===== config.mk =====
export PLATFORM = sky130hd
export DESIGN_NAME = pc_fetch_unit
export DESIGN_NICKNAME = d
export VERILOG_FILES = /design/src/rtl/pc_fetch_unit_pkg.sv /design/src/rtl/pc_reg.sv /design/src/rtl/pc_fetch_unit.sv
export SDC_FILE = /design/constraint.sdc
export NUM_CORES = 1
export LEC_CHECK = 0
export ABC_AREA = 1
export CAP_MARGIN = 5
export CORE_MARGIN = 3
export CORE_UTILIZATION = 35
export DETAILED_ROUTE_END_ITERATION = 16
export PLACE_DENSITY = 0.75
export SYNTH_ARGS = -nofsm -noshare
export SYNTH_HDL_FRONTEND = slang
export SYNTH_HIERARCHICAL = 1
export SYNTH_SLANG_ARGS = --single-unit

===== constraint.sdc =====
create_clock -name clock -period 1.3 [get_ports clock]
set_input_delay 0.39 -clock clock [delete_from_list [all_inputs] [get_ports clock]]
set_output_delay 0.39 -clock clock [all_outputs]
set_load 0.02 [all_outputs]

===== src/rtl/pc_fetch_unit_pkg.sv =====
// Shared definitions for the nRisc fetch unit: default widths, reset vector and FSM encoding.
// The state values are fixed so that waveforms and other blocks can decode them directly.
package pc_fetch_unit_pkg;

  localparam int unsigned NRISC_PC_WIDTH    = 8;
  localparam int unsigned NRISC_INSTR_WIDTH = 8;
  localparam logic [7:0]  NRISC_RESET_VECTOR = 8'h00;

  typedef enum logic [1:0] {
    StIdle   = 2'd0,
    StFetch  = 2'd1,
    StExec   = 2'd2,
    StHalted = 2'd3
  } fetch_state_e;

  // An executing instruction retires only when neither halted nor stalled.
  function automatic logic exec_retires(input logic stall, input logic halt);
    return !halt && !stall;
  endfunction

endpackage


===== src/rtl/pc_reg.sv =====
// Program-counter register: asynchronous reset to a fixed vector, synchronous load enable.
module pc_reg #(
  parameter int unsigned      WIDTH       = 8,
  parameter logic [WIDTH-1:0] RESET_VALUE = '0
) (
  input  logic             clock,
  input  logic             reset,
  input  logic             load,
  input  logic [WIDTH-1:0] d,
  output logic [WIDTH-1:0] q
);

  always_ff @(posedge clock or posedge reset) begin
    if (reset) begin
      q <= RESET_VALUE;
    end else if (load) begin
      q <= d;
    end
  end

endmodule


===== src/rtl/pc_fetch_unit.sv =====
// PC register and instruction-fetch sequencer for the 8-bit nRisc core.
// Handshake outputs are registered alongside the state so they track it exactly.
module pc_fetch_unit
  import pc_fetch_unit_pkg::*;
#(
  parameter int unsigned         PC_WIDTH     = NRISC_PC_WIDTH,
  parameter int unsigned         INSTR_WIDTH  = NRISC_INSTR_WIDTH,
  parameter logic [PC_WIDTH-1:0] RESET_VECTOR = PC_WIDTH'(NRISC_RESET_VECTOR)
) (
  input  logic                   clock,
  input  logic                   reset,
  input  logic [PC_WIDTH-1:0]    pc_next,
  input  logic                   stall,
  input  logic                   halt,
  input  logic                   imem_ack,
  input  logic [INSTR_WIDTH-1:0] imem_rdata,
  output logic                   imem_req,
  output logic [PC_WIDTH-1:0]    imem_addr,
  output logic [PC_WIDTH-1:0]    pc_out,
  output logic [PC_WIDTH-1:0]    pc1,
  output logic [INSTR_WIDTH-1:0] instr,
  output logic                   instr_valid,
  output logic                   halted
);

  fetch_state_e state_q;
  logic         pc_load;

  // The PC moves only when the executing instruction retires.
  assign pc_load = (state_q == StExec) && exec_retires(stall, halt);

  pc_reg #(
    .WIDTH       (PC_WIDTH),
    .RESET_VALUE (RESET_VECTOR)
  ) u_pc_reg (
    .clock (clock),
    .reset (reset),
    .load  (pc_load),
    .d     (pc_next),
    .q     (pc_out)
  );

  assign pc1       = pc_out + PC_WIDTH'(1);
  assign imem_addr = pc_out;

  always_ff @(posedge clock or posedge reset) begin
    if (reset) begin
      state_q     <= StIdle;
      instr       <= '0;
      imem_req    <= 1'b0;
      instr_valid <= 1'b0;
      halted      <= 1'b0;
    end else begin
      case (state_q)
        StIdle: begin
          state_q  <= StFetch;
          imem_req <= 1'b1;
        end
        StFetch: begin
          if (imem_ack) begin
            instr       <= imem_rdata;
            state_q     <= StExec;
            imem_req    <= 1'b0;
            instr_valid <= 1'b1;
          end
        end
        StExec: begin
          // Halt takes priority over stall.
          if (halt) begin
            state_q     <= StHalted;
            instr_valid <= 1'b0;
            halted      <= 1'b1;
          end else if (!stall) begin
            state_q     <= StFetch;
            instr_valid <= 1'b0;
            imem_req    <= 1'b1;
          end
        end
        StHalted: begin
          state_q <= StHalted;
        end
        default: begin
          state_q     <= StIdle;
          imem_req    <= 1'b0;
          instr_valid <= 1'b0;
          halted      <= 1'b0;
        end
      endcase
    end
  end

endmodule


* Word-level counts from Yosys, hierarchy flattened
Cells that the tools add are included.
** Word-level totals
- Bits in registers :: 21
- Word-level logic and storage cells :: 38
** Operators by class
- Add/sub/neg operators :: 1
- Equal/unequal tests :: 7
- Mux-type cells :: 12
- Reduce and logical (&&, ||, !) cells :: 12
** Operators with widths (count)
- $add A8 B1 Y8 const B :: 1
- $pmux W2 S4 :: 1
- $mux W1 :: 6
- $mux W2 :: 3
- $ne A2 B2 Y1 const B :: 3
- $reduce_and A2 Y1 :: 3
- $eq A2 B2 Y1 const B :: 2
- $reduce_and A4 Y1 :: 1
- $ne A3 B3 Y1 const B :: 1
- $pmux W1 S3 :: 1
- $reduce_and A3 Y1 :: 1
- $reduce_bool A3 Y1 :: 1
- $eq A2 B1 Y1 const B :: 1
- $logic_and A1 B1 Y1 :: 2
- $logic_not A1 Y1 :: 2
- $logic_not A2 Y1 :: 1
- $pmux W1 S2 :: 1
- $reduce_bool A2 Y1 :: 1

* Depth between registers and ports, before layout
- Depth after elaboration :: 3
- Depth in mapped cells :: 7
- Depth with buffers taken out :: 6

* By module
Netlist, hierarchy kept.
** Modules (own cells, without submodules)
- pc_fetch_unit :: times used 1, cells an instance 100, area an instance 778.2 um^2, sequential area each 325.3 um^2
- pc_reg :: times used 1, cells an instance 35, area an instance 309.0 um^2, sequential area each 200.2 um^2

* Worst setup path before layout
No wires, ideal clock.
- Path kind :: register to output
- Start :: register u_pc_reg.q[0]
- End :: output port pc1[3]
- Arrival time :: 1.266 ns
- Data required time :: 0.910 ns
- Slack :: -0.356 ns
- Stages on the path, launching flop included :: 4
- Path buffers :: 0
- Cell sequence :: dfrtp_1 > inv_1 > nor2_2 > xor2_1
** Between the ends
- Word-level cells in the longest chain between the ends :: 1
** RTL lines
- start: declaration :: RTL line pc_reg.sv:10 : output logic [WIDTH-1:0] q
- start signal: assignment :: RTL line pc_reg.sv:15 : q <= RESET_VALUE;
- start signal: assignment :: RTL line pc_reg.sv:17 : q <= d;
- $add A8 B1 Y8 :: RTL line pc_fetch_unit.sv:43 : assign pc1 = pc_out + PC_WIDTH'(1);
- end: declaration :: RTL line pc_fetch_unit.sv:20 : output logic [PC_WIDTH-1:0] pc1,
Every way passes these cells.

* Worst setup path in the final report
- Start :: register u_pc_reg.q[1]
- End :: output port pc1[4]
The elaborated chain is that of the path after synthesis.

==> impl_metrics.csv <==
group,metric,value,unit
timing,skew,4.08,ps
clock_network,clockBufferDepth,2,
placed_design,hpwl,2.29,mm
clock_network,cts_tree,"yes",
yosys,synth_edf_count,0,
global_routing,grt_pass1_wl,4.92,mm
layout,syn_to_final_growth,81.0,%
timing,slew_violations,0,
worst_setup_path,r2r-start,"state_q[0]",
worst_setup_path,critical_path_class,"reg -> out",
yosys,synth_seq_cells,21,
power,power,4.97,mW
layout,final_layout_size_suffix_gt1_frac,0.482,
routing,vias,1123,
clock_network,cts_max_level,1,
timing,finalSetupViolations,24,
worst_setup_path,critPathMaxFanout,3,
yosys,synth_cells,135,
worst_setup_path,critPathMaxStageDelay,460,ps
routing,ant_nets,0,
clock_network,cts_sinks,21,
die,start_util,0.381,
power,p_leak,1.02,nW
worst_setup_path,end_kind,"output port",
worst_setup_path,rr_worst_depth,6,
layout,fin_nets,241,
placed_design,gp_congestion,0.840,
worst_setup_path,crit_slowest_cell,"dfrtp_2",
min_path,hold_path_class,"in -> async",
worst_setup_path,cp_data_arrival_time,1400,ps
yosys,async_flop_share,1.00,
yosys,synth_cell_types,22,
routing,drt_iter0_markers,30,
worst_setup_path,crit_top_cell,"buf_4",
timing,period_share,1.38,
yosys,syn_nets,157,
timing,max_freq,557,MHz
clock_network,cts_buffers,3,
yosys,synthesis.area,1090,um^2
routing,viasPerCell,4.51,
worst_setup_path,reg2reg_to,"state_q[1]",
timing,fin_setup_tns,-5230,ps
global_routing,antenna_found_initial,0,
yosys,synth_area_per_cell,8.05,um^2
yosys,yosys_most_used_dff,"dfrtp_1",
timing,hold_viol,0,
outcome,failed_checks,"setup timing",
layout,final_common_cell,"nand2_1",
routing,drc,0,
timing,rsz0062_at_grt,"yes",
worst_setup_path,crit_chain,"ha_4, nand3_4, buf_4, xor2_2, buf_4",
run,max_cap_viol_count,0,
yosys,ys_seq_area_frac,0.483,
power,ir_drop,0.00115,V
timing,hold-worst-slack,340,ps
global_routing,grt_start_max_net_pins,14,
layout,diodes,0,
clock_network,clock_latency,300,ps
die,rows,19,
clock_network,clkSlewWorstSetupHoldPaths,120,ps
die,core_area,2850,um^2
global_routing,grt_usage,0.171,
yosys,yosysWarningCount,6,
global_routing,grt_pass1_vias,1146,
placed_design,pre_cts_slack,-631,ps
routing,routed_wl,3.07,mm
die,top_level_ports,56,
die,die_h,61.7,um
routing,dr.pass1.iters,4,
worst_setup_path,required,910,ps
worst_setup_path,reg2reg_setup_slack,140,ps
layout,layout_common_cells,"nand2_1, buf_4, buf_6",
worst_setup_path,worstSetupStartpointType,"register",
die,die_area,3810,um^2
routing,wl_per_cell,12.3,um
timing,tightest_slew,297,ps
power,cellPowerDensity,2530,nW/um^2
timing,layout_setup_ws,-494,ps
placed_design,io_buffers,55,
clock_network,clock-root-buffer,"clkbuf_4",
outcome,outcome,"finished, violations left",
timing,period_minus_slack,1790,ps
die,fp.dieW,61.7,um
global_routing,overflow,0,
timing,max_slew_margin,0.802,
## flip-flops by register name (all words and copies together), names as in the netlist
signal,flops
imem_req,1
instr_valid,1
halted,1
instr,8
state_q,2
u_pc_reg/q,8
## worst max path at each step
stage / startpoint / endpoint
global route: u_pc_reg/q[1] / pc1[6]
global placement: u_pc_reg/q[1] / pc1[6]
finish: u_pc_reg/q[1] / pc1[4]
detailed placement: u_pc_reg/q[1] / pc1[6]
floorplan: u_pc_reg/q[0] / pc1[6]
CTS: u_pc_reg/q[0] / pc1[6]
## stage by stage
stage               cells   util  area (um^2)
global placement      230  0.634         1810
CTS                   241  0.658         1880
detailed placement    230  0.634         1810
floorplan             135      -         1150
global route          249  0.690         1970
finish                249  0.690         1970
## worst max-delay path, delay by kind of cell (launching register included)
kind,cells,cell delay (ps)
and+or+nand+nor,1,80
DFF,1,460
xor gates and xnor gates,1,120
adders and majority gates,1,180
buffers and inverters,2,270
## per-layer routing
layer  track usage  routed length [um]
met2         0.332                1650
met1         0.197                1210
met3        0.0227                 202
met4        0.0394                   0
met5             0                   0
## logic make-up after synthesis
family,count (synthesis),share of synthesized area
buf+inv,25,0.129
xor+xnor,3,0.0242
fa+ha+maj,1,0.0115
flops,21,0.483
simple gates,79,0.305
compound gates,6,0.0472
## final cells by class
class / count / area [um^2]
fill: 229 / 885
timing repair buffer: 89 / 811
sequential: 21 / 532
multi-input combinational: 89 / 502
inverter: 15 / 57.6
tap: 31 / 38.8
clock buffer: 3 / 22.5
clock inverter: 1 / 5.00
## synth_stat cells, types with 2 or more instances
cell type  count  area (um^2)
nand2_1       62          233
dfrtp_1       21          526
inv_1         10         37.5
buf_4          8         60.1
nand3_1        6         30.0
inv_2          4         15.0
xor2_1         3         26.3
buf_6          2         22.5
nand2_2        2         12.5
nand4_1        2         12.5
nor2_1         2         7.51
nor2_2         2         12.5
o21ai_0        2         10.0
## report_power, final
part | internal, mW | total, mW | switching, mW
clock network | 0.115 | 0.314 | 0.200
registers | 0.971 | 1.22 | 0.254
logic | 1.70 | 3.43 | 1.73
## timing repair
item,in CTS,in global routing
endpoints found under the setup margin,35,34
endpoints found under the hold margin,0,0
resized for setup,191,12
hold buffers,0,0
setup buffers,7,10
pin swaps,11,12
cloned,0,0
No activity file was read; power rests on OpenSTA's default activity.
